==> config.mk <==
export PLATFORM = sky130hd
export DESIGN_NAME = mempool_wakeup_dispatch
export DESIGN_NICKNAME = d
export VERILOG_FILES = /design/src/rtl/mempool_wakeup_dispatch.sv
export SDC_FILE = /design/constraint.sdc
export NUM_CORES = 1
export LEC_CHECK = 0
export CORE_AREA = 2 2 407 409
export DETAILED_ROUTE_END_ITERATION = 16
export DIE_AREA = 0 0 409 411
export GPL_ROUTABILITY_DRIVEN = 0
export GPL_TIMING_DRIVEN = 0
export PLACE_DENSITY = 0.34
export SLEW_MARGIN = 10
export SYNTH_ARGS = -nofsm -noshare
export SYNTH_HDL_FRONTEND = slang
export SYNTH_SLANG_ARGS = --single-unit
export TNS_END_PERCENT = 20
==> constraint.sdc <==
create_clock -name clk_i -period 2 [get_ports clk_i]
set_clock_uncertainty 0.15 [all_clocks]
set_input_delay 0.3 -clock clk_i [delete_from_list [all_inputs] [get_ports clk_i]]
set_output_delay 0.3 -clock clk_i [all_outputs]
set_load 0.005 [all_outputs]
==> src/rtl/mempool_wakeup_dispatch.sv <==
// Retimes the wake-up pulse mask per group, holds a sticky pending bit per core and
// delivers one registered pulse per core while it sits in WFI. Optional drop counter: MEMPOOL_WAKEUP_STATS_EN.
module mempool_wakeup_dispatch #(
  parameter int NumCores      = 256,
  parameter int NumGroups     = 4,
  parameter int NumPipeStages = 1
) (
  input  logic                clk_i,
  input  logic                rst_ni,
  input  logic [NumCores-1:0] wake_up_i,
  input  logic [NumCores-1:0] core_wfi_i,
  output logic [NumCores-1:0] wake_up_o,
  output logic [NumCores-1:0] pending_o,
  output logic                busy_o,
  output logic [31:0]         dropped_o
);

  localparam int GroupWidth = NumCores / NumGroups;

  logic [NumCores-1:0]  arr;
  logic [NumCores-1:0]  issue;
  logic [NumCores-1:0]  pending_q;
  logic [NumCores-1:0]  wake_up_q;
  logic [NumGroups-1:0] group_busy;

  genvar gi;
  generate
    for (gi = 0; gi < NumGroups; gi++) begin : g_group
      if (NumPipeStages == 0) begin : g_bypass
        assign arr[gi*GroupWidth +: GroupWidth] = wake_up_i[gi*GroupWidth +: GroupWidth];
        assign group_busy[gi] = 1'b0;
      end else begin : g_pipe
        logic [GroupWidth-1:0] stage_q [NumPipeStages];
        logic                  stage_any;

        always_ff @(posedge clk_i) begin
          if (!rst_ni) begin
            for (int s = 0; s < NumPipeStages; s++) stage_q[s] <= '0;
          end else begin
            stage_q[0] <= wake_up_i[gi*GroupWidth +: GroupWidth];
            for (int s = 1; s < NumPipeStages; s++) stage_q[s] <= stage_q[s-1];
          end
        end

        always_comb begin
          stage_any = 1'b0;
          for (int s = 0; s < NumPipeStages; s++) stage_any = stage_any | (|stage_q[s]);
        end

        assign arr[gi*GroupWidth +: GroupWidth] = stage_q[NumPipeStages-1];
        assign group_busy[gi] = stage_any;
      end
    end
  endgenerate

  // The ~wake_up_q term keeps a core from being hit twice while its WFI flag is still dropping.
  assign issue = pending_q & core_wfi_i & ~wake_up_q;

  always_ff @(posedge clk_i) begin
    if (!rst_ni) begin
      pending_q <= '0;
      wake_up_q <= '0;
    end else begin
      pending_q <= (pending_q & ~issue) | arr;
      wake_up_q <= issue;
    end
  end

  assign wake_up_o = wake_up_q;
  assign pending_o = pending_q;
  assign busy_o    = (|pending_q) | (|group_busy);

`ifdef MEMPOOL_WAKEUP_STATS_EN
  localparam int CountWidth = $clog2(NumCores + 1);

  logic [NumCores-1:0]   drop;
  logic [CountWidth-1:0] drop_num;
  logic [32:0]           drop_sum;
  logic [31:0]           dropped_q;

  // A request landing on an already-pending core that is not being served this cycle is absorbed.
  assign drop = arr & pending_q & ~issue;

  always_comb begin
    drop_num = '0;
    for (int c = 0; c < NumCores; c++) drop_num = drop_num + CountWidth'(drop[c]);
  end

  assign drop_sum = {1'b0, dropped_q} + 33'(drop_num);

  always_ff @(posedge clk_i) begin
    if (!rst_ni) dropped_q <= '0;
    else         dropped_q <= drop_sum[32] ? 32'hFFFF_FFFF : drop_sum[31:0];
  end

  assign dropped_o = dropped_q;
`else
  assign dropped_o = 32'h0;
`endif

endmodule
# Yosys cells after proc, flatten, opt, wreduce, memory -nomap -nowiden
# Memories as Yosys holds them, arrays and structs flattened.
# Index checks and enable logic that the tools add are counted.
dict set report word_totals {
  input_bits 514
  mem_bits_rw 256
  out_inout_bits 545
  word_cells 29
  ff_bits 512
  memories 4
}
dict set report classes {
  mux 10
  reduce_logical 6
  bitwise_logic 7
}
# name words word_bits read_ports rd_ports_with_merged_regs wr line_no
set mem_list {}
lappend mem_list {{g_group[0].g_pipe.stage_q} 1 64 1 0 1 33} ;# logic [GroupWidth-1:0] stage_q [NumPipeStages];
lappend mem_list {{g_group[1].g_pipe.stage_q} 1 64 1 0 1 33}
lappend mem_list {{g_group[2].g_pipe.stage_q} 1 64 1 0 1 33}
lappend mem_list {{g_group[3].g_pipe.stage_q} 1 64 1 0 1 33}
# operator n
set op_table {}
lappend op_table {{AND 256 bit} 3}
lappend op_table {{NOT 256 bit} 2}
lappend op_table {{OR reduction 256 bit} 2}
lappend op_table {{two-way mux 64 bit} 4}
lappend op_table {{bitwise OR 256 bit} 1}
lappend op_table {{OR reduction 64 bit} 4}
lappend op_table {{two-way mux 1 bit} 6}
lappend op_table {{bitwise OR 1 bit} 1}

# Longest topological paths before layout
# Gate-level depths: netlist of the first run.
dict set report depth {
  word_depth 5
  mapped_depth 5
}

# Worst setup path before layout of the first run
# No wires, ideal clock.
dict set report synth_path {
  kind {register to output}
  start {reg pending_q[61], in the netlist pending_o[61]}
  end {out busy_o}
  path_buffers 0
  t_arrival_ps 1272
  setup_slack_ps 278
  required_ps 1550
  stages_incl_launch_ff 6
  cell_sequence {dfxtp_1 -> nor4_1 -> nand4_1 -> nor4_1 -> nand4_1 -> or2_1}
}
dict set report synth_between {
  elab_chain_len 2
}
# element line_no
set synth_lines {}
lappend synth_lines {{start, declared} 22} ;# logic [NumCores-1:0] pending_q;
lappend synth_lines {{start signal, assigned} 64} ;# pending_q <= (pending_q & ~issue) | arr;
lappend synth_lines {{OR reduction 256 bit} 71} ;# assign busy_o = (|pending_q) | (|group_busy);
lappend synth_lines {{bitwise OR 1 bit} 71}
lappend synth_lines {{end, declared} 14} ;# output logic busy_o,
# Every way passes these cells.

# Worst setup path in the final report of the first run
dict set report layout_path {
  start {reg pending_q[55], in the netlist pending_o[55]}
  end {out busy_o}
}
# The elaborated chain is that of the path after synthesis.

==> summary.md, run 1 <==
| Metric | Value |
|---|---|
| Total wire length | `153,000 um` |
| Register area share after synthesis | `0.613` |
| Syn Area/Cell | `9.67 um2` |
| Clock share of power | `0.464` |
| GR Overflow Total | `0` |
| Vias in the first global route | `24,900` |
| GR Layer Usage met2 | `0.307` |
| Hold depth | `2` |
| Power per cell area | `863 nW/um2` |
| Relative slew slack | `0.236` |
| RSZ-0062 raised after global routing | `yes` |
| Initial DRT Pass Iterations | `4` |
| Count of cell types in the netlist | `15` |
| Synth area leaders | `dfxtp_1, and2_1, nand2b_1` |
| Leakage Power | `19.5 nW` |
| Slew Limit Fails | `0` |
| Setup Total Neg Slack | `-1.53 ns` |
| Largest net degree at the start of global routing | `16` |
| Layout area overhead | `82.8%` |
| Top-area cell type share of the netlist area | `0.613` |
| Critical Path End Type | `output port` |
| Initial antenna violation count | `42` |
| Worst path arrival time | `3.08 ns` |
| Nets | `4,683` |
| R2R depth | `3` |
| Total CTS buffers | `100` |
| Finished Layout Cells | `6,451` |
| Yosys reg bits | `768` |
| Total Power | `39.6 mW` |
| Post-synth EDFFs | `0` |
| Min-Delay Endpoint | `g_group[0].g_pipe.stage_q[0][1]$_SDFF_PN0_` |
| Internal power | `29.4 mW` |
| Synth area leader | `dfxtp_1` |
| GRT Util Overall | `0.176` |
| Detailed Route Iter0 Violations | `973` |
| Layout cells sized above 1 | `0.107` |
| Sw Pwr | `10.2 mW` |
| Post-route ant nets | `0` |
| FFs w/ async S/R, synth | `0` |
| GR peak layer | `met2` |
| Met3 usage | `0.0493` |
| Post-layout util | `0.280` |
| Maximum VDD drop | `0.789 mV` |
| Sw Share | `0.258` |
| Final Setup Violations | `1` |
| Cell with the most instances after synthesis | `dfxtp_1` |
| Die Ht | `411 um` |
| YS warnings | `0` |
| Clk buf depth | `3` |
| Placed cells | `5,839` |
| Comb power frac | `0.113` |
| Clock Sinks | `768` |
| Fmax | `283 MHz` |
| Post-Syn Instances | `2,593` |
| Final Hold Fails | `0` |
| Via count | `23,800` |
| Die Wd | `409 um` |
| Final setup margin | `-1.53 ns` |
| DRC Markers | `0` |
| Hpwl dp | `127,000 um` |
| First-pass GRT wire length | `206,000 um` |
| Clk Latency, worst-skew pair | `0.70 ns` |
| Clk root buf | `clkbuf_16` |
| CTS tree | `built` |
| CP required | `1.55 ns` |
| Crit-path max FO | `4` |
| Boundary Pins | `1,059` |
| Std cell rows | `149` |
| Mapped Area | `25,100 um2` |
| Slew @ Worst Pin | `1.15 ns` |
| Failing checks | `setup timing` |
| Period utilization | `1.77` |
| Port Buffer Count | `1,025` |
| Crit start category | `register` |
| Min-delay worst type | `primary input to register` |
| Wire per inst | `23.8 um` |
| Worst Min Path Start | `wake_up_i[1]` |
| Sequential share of power | `0.423` |
| R2R setup slack | `0.83 ns` |
| Via density | `3.69` |
| Initial Util | `0.153` |
| Die ar. | `168,000 um2` |
| Critical R2R Capture | `pending_o[67]$_SDFF_PN0_` |
| Htree depth | `3` |
| Core area | `164,000 um2` |
| Outcome | `finished, violations left` |
| Max Cap Viol | `0` |
| Critical Setup Path Class | `register to output port` |
| GRT met1 Usage | `0.206` |
| Top FF cell, synth | `dfxtp_1` |
| Clock slew at reported path FFs | `0.05 ns` |
| Worst reg2reg path startpoint | `wake_up_o[67]$_SDFF_PN0_` |
| Min Tclk post-route | `3.53 ns` |
[area by class of cell]
type	count	area (um2)
Timing Repair Buffer	1443	13900
Clock inverter	26	360
Clock buffer	150	2990
Sequential cell	768	15700
Antenna cell	19	47.5
Tap cell	2189	2740
Multi-Input combinational cell	1739	9540
Buffer	117	593
Fill cell	17700	118000
[state kept, by name, summed over array words and instances (netlist names)]
| name | cells |
|---|---|
| pending_o | 256 |
| g_group.g_pipe.stage_q | 256 |
| wake_up_o | 256 |
[repair_timing]
action                                 in CTS  in global routing
buffers inserted                           15                  0
hold buffers                              402                  0
setup endpoints to repair                 513                  2
endpoints found under the hold margin     402                  0
pin swaps                                   4                  6
resized for setup                         847                 12
[layout by cell type, fill, tap and decap left out]
master           instances
bufinv_16                4
nor4_1                 100
clkbuf_8                28
and2_1                 256
clkbuf_1                79
clkbuf_16              101
nand2_1                256
clkbuf_2                 2
nand4_1                 34
inv_6                    3
buf_12                   1
or2_1                    1
buf_4                   40
clkinvlp_4               3
nor4_2                  23
clkdlybuf4s50_1        512
clkinv_2                11
conb_1                  32
dfxtp_2                115
dfxtp_4                 50
dlygate4sd3_1          402
clkinv_16                4
dlygate4sd2_1          463
nand2b_1               256
buf_2                   28
buf_6                    7
diode_2                 19
a21oi_1                256
dfxtp_1                603
clkdlybuf4s15_2         20
clkdlybuf4s15_1         26
buf_8                    1
nor2_1                 256
nor4_4                  13
nor2b_1                256
clkinv_8                 1
[per-layer routing]
layer	vias up	wire [um]
met5	-	102
met4	16	4880
met3	177	10100
met2	754	75300
met1	11200	62900
li1	11600	-
[logic make-up after synthesis]
family,count (synthesis),share of synthesized area
AND/OR/NAND/NOR,1451,0.312
flip-flops,768,0.613
AO/OA/AOI/OAI,256,0.0511
buffers and inverters,117,0.0235
other,1,0.000150
[per-stage QoR]
step	hold slack (ns)	setup slack [ns]	instance area, um2
2_1_floorplan	0.277	0.278	25200
3_3_place_gp	0.304	-2.88	38200
3_5_place_dp	0.304	-2.48	38200
4_1_cts	0.000261	-1.86	45700
5_1_grt	0.0292	-1.62	45800
6_report	0.0704	-1.53	45900
[critical path, stage by stage, from the launching register on]
cell and delay, ns:
dfxtp_1 0.34, nor4_1 0.64, nand4_1 0.29, nor4_4 0.59
nand4_1 0.14, or2_1 0.24, buf_6 0.13
[worst max-delay path by stage]
stage          cells after the start     end  slack (ns)                                  startpoint
2_1_floorplan                      5  busy_o        0.28                    pending_o[61]$_SDFF_PN0_
3_3_place_gp                       6  busy_o       -2.88                   pending_o[196]$_SDFF_PN0_
3_5_place_dp                       6  busy_o       -2.48  g_group[3].g_pipe.stage_q[0][3]$_SDFF_PN0_
4_1_cts                            6  busy_o       -1.86                   pending_o[243]$_SDFF_PN0_
5_1_grt                            6  busy_o       -1.62                   pending_o[243]$_SDFF_PN0_
6_report                           6  busy_o       -1.53                    pending_o[55]$_SDFF_PN0_
[power groups by stage]
| stage | Clock, mW | Combinational, mW | Sequential [mW] |
|---|---|---|---|
| 2_1_floorplan | 0 | 1.24 | 16.8 |
| 3_3_place_gp | 0 | 3.97 | 17.1 |
| 3_5_place_dp | 0 | 3.97 | 17.1 |
| 4_1_cts | 19.1 | 4.58 | 16.7 |
| 5_1_grt | 19.6 | 4.84 | 16.8 |
| 6_report | 18.4 | 4.48 | 16.7 |
Power figures use the tool's default switching activity.
==> run 2: changes to the inputs <==
--- a/config.mk
+++ b/config.mk
@@ -5,13 +5,15 @@
 export SDC_FILE = /design/constraint.sdc
 export NUM_CORES = 1
 export LEC_CHECK = 0
+export CAP_MARGIN = 10
 export CORE_AREA = 2 2 407 409
 export DETAILED_ROUTE_END_ITERATION = 16
 export DIE_AREA = 0 0 409 411
 export GPL_ROUTABILITY_DRIVEN = 0
 export GPL_TIMING_DRIVEN = 0
 export PLACE_DENSITY = 0.34
-export SLEW_MARGIN = 10
+export REMOVE_ABC_BUFFERS = 1
+export SLEW_MARGIN = 5
 export SYNTH_ARGS = -nofsm -noshare
 export SYNTH_HDL_FRONTEND = slang
 export SYNTH_SLANG_ARGS = --single-unit
==> run 2 against run 1 <==
  * The run still ends with setup timing left
  * Wire length fell by 8.7%
  * Register-to-register slack got worse by 0.33 ns
  * Largest cell class unchanged
  * Global-route usage fell by 1.7 points
==> summary.md, run 2 (synthesis results as in run 1) <==
| Metric | Value |
|---|---|
| Std cell rows | `149 (unchanged)` |
| Initial DRT Pass Iterations | `5 (+1)` |
| Most frequent cells in the layout | `dfxtp_1, clkdlybuf4s50_1, dlygate4sd3_1, dlygate4sd2_1` |
| Worst Setup SP | `pending_o[48]$_SDFF_PN0_` |
| Internal power | `29.7 mW (+0.99%)` |
| Largest net degree at the start of global routing | `151 (+135)` |
| Core area | `164,000 um2 (unchanged)` |
| Boundary Pins | `1,059 (unchanged)` |
| Critical R2R Capture | `wake_up_o[114]$_SDFF_PN0_` |
| Layout cells sized above 1 | `0.100 (-0.00728)` |
| Port Buffer Count | `1,026 (+0.098%)` |
| Layout area overhead | `83.2%` |
| Via count | `23,300 (-2.0%)` |
| Total wire length | `140,000 um (-8.7%)` |
| Dpl ws | `-2.20 ns (+0.276 ns)` |
| Die ar. | `168,000 um2 (unchanged)` |
| Post-layout util | `0.280 (+0.000473)` |
| Sw Pwr | `10.0 mW (-1.6%)` |
| Final setup margin | `-1.50 ns (+0.0335 ns)` |
| Die Wd | `409 um (unchanged)` |
| GR Overflow Total | `0 (unchanged)` |
| GRT Util Overall | `0.159 (-0.0171)` |
| DRC Markers | `0 (unchanged)` |
| Initial Util | `0.153 (unchanged)` |
| Finished Layout Cells | `6,409 (-0.65%)` |
| Critical Path End Type | `output port` |
| Leakage Power | `19.4 nW (-0.49%)` |
| Comb power frac | `0.109 (-0.004)` |
| Clock Sinks | `768 (unchanged)` |
| Relative slew slack | `0.533 (+0.297)` |
| RSZ-0062 raised after global routing | `yes` |
| Die Ht | `411 um (unchanged)` |
| Clock share of power | `0.471 (+0.007)` |
| Crit start category | `register` |
| Crit path top cell by count | `nand4_1` |
| First-pass GRT wire length | `188,000 um (-8.6%)` |
| Critical Setup Path Class | `register to output port` |
| Clk Latency, worst-skew pair | `0.70 ns (about the same)` |
| CTS tree | `built` |
| Power per cell area | `864 nW/um2 (+0.16%)` |
| Vias in the first global route | `24,000 (-3.7%)` |
| Critical-path cell list | `nor4_1 -> nand4_1 -> nor4_4 -> nand4_1 -> or2_1 -> buf_6` |
| Worst path arrival time | `3.05 ns (-0.03 ns)` |
| Maximum VDD drop | `0.605 mV (-23%)` |
| CP required | `1.55 ns (about the same)` |
| Slew Limit Fails | `0 (unchanged)` |
| Clock slew at reported path FFs | `0.06 ns (about the same)` |
| Outcome | `finished, violations left` |
| Final Hold Fails | `0 (unchanged)` |
| Sequential share of power | `0.421 (-0.002)` |
| Period utilization | `1.75 (-0.0168)` |
| Min Tclk post-route | `3.50 ns (-0.0335 ns)` |
| Crit path max-delay cell type | `nor4_1` |
| Setup Total Neg Slack | `-1.77 ns (-0.244 ns)` |
| Wire per inst | `21.8 um (-8.1%)` |
| Initial antenna violation count | `44 (+4.8%)` |
| Placed cells | `5,736 (-1.8%)` |
| Crit-path max cell delay | `0.58 ns (-0.06 ns)` |
| Worst reg2reg path startpoint | `pending_o[114]$_SDFF_PN0_` |
| Commonest non-fill, non-tap cell in the layout | `dfxtp_1` |
| Placed instance area | `37,900 um2 (-0.97%)` |
| Clk buf depth | `3 (unchanged)` |
| Fmax | `286 MHz (+0.96%)` |
| Clk root buf | `clkbuf_16` |
| Slew @ Worst Pin | `0.701 ns (-0.446 ns)` |
| Max Cap Viol | `0 (unchanged)` |
| Hpwl dp | `112,000 um (-12%)` |
| R2R depth | `4 (+1)` |
| Nets | `4,630 (-1.1%)` |
| Worst setup endpoint | `busy_o` |
| Total CTS buffers | `101 (+1.0%)` |
| Htree depth | `3 (unchanged)` |
| Sw Share | `0.253 (-0.00492)` |
| R2R setup slack | `0.50 ns (-0.33 ns)` |
| Failing checks | `setup timing` |
| Final Setup Violations | `2 (+1)` |
| Post-route ant nets | `0 (unchanged)` |
| Via density | `3.63 (-1.4%)` |
| Min-delay worst type | `primary input to register` |
| Crit-path max FO | `4 (unchanged)` |
| Detailed Route Iter0 Violations | `906 (-6.9%)` |
| Cell area after layout | `45,900 um2 (+0.17%)` |
[run 2: changes by cell type in the layout (fill, tap and decap cells not counted), sizes merged]
cell           change
diode              -1
dlygate4sd3       +48
dlygate4sd2       -16
clkdlybuf4s50      +1
clkinv             -2
buf               -39
inv                +4
bufinv             +2
clkdlybuf4s15      +2
clkbuf            -41
[run 2: area by class of cell]
class / instances / area [um2]
clock inverters: 30 / 383
repair buffers: 1506 / 14600
diodes: 18 / 45.0
fillers: 17700 / 118000
clock buffers: 159 / 3010
multi-input cells: 1739 / 9490
flip-flops and latches: 768 / 15700
well taps: 2189 / 2740
[run 2: routing by layer]
layer | global-route usage | vias to the layer above | share of wire
li1 | - | 11500 | -
met3 | 0.0528 | 181 | 0.070
met5 | 0 | - | 0.0019
met1 | 0.189 | 10900 | 0.41
met2 | 0.273 | 682 | 0.49
met4 | 0.0431 | 42 | 0.028
[run 2: worst min-delay path by stage]
stage,cells after the start,end,from
detailed placement,2,wake_up_o[85]$_SDFF_PN0_,pending_o[85]$_SDFF_PN0_
floorplan,2,wake_up_o[102]$_SDFF_PN0_,rst_ni
CTS,2,g_group[0].g_pipe.stage_q[0][4]$_SDFF_PN0_,wake_up_i[4]
global placement,2,wake_up_o[128]$_SDFF_PN0_,pending_o[128]$_SDFF_PN0_
finish,3,wake_up_o[81]$_SDFF_PN0_,core_wfi_i[81]
global route,3,wake_up_o[36]$_SDFF_PN0_,core_wfi_i[36]
[run 2: what timing repair did]
item,in CTS,in global routing
hold buffers,451,1
gates resized for setup,849,33
cloned,0,3
setup endpoints to repair,513,175
pin swaps,3,8
hold endpoints to repair,481,26
setup buffers,12,0
[run 2: power groups by stage]
stage / Combinational [mW] / Sequential, mW / Clock, mW
global route: 4.69 / 16.8 / 20.0
global placement: 3.82 / 16.9 / 0
CTS: 4.37 / 16.7 / 19.4
detailed placement: 3.71 / 17.0 / 0
finish: 4.31 / 16.7 / 18.7
floorplan: 1.03 / 16.8 / 0
[run 2: metrics by stage]
stage,hold slack (ns),total power [mW]
floorplan,0.272,17.8
global placement,0.305,20.7
detailed placement,0.304,20.8
CTS,0.000416,40.5
global route,0.0122,41.5
finish,0.0663,39.7
[run 2: critical path, delay by kind of cell, from the launching register on]
family,cells,cell delay (ns)
AND/OR/NAND/NOR,5,1.90
flip-flops,1,0.34
buffers and inverters,1,0.14
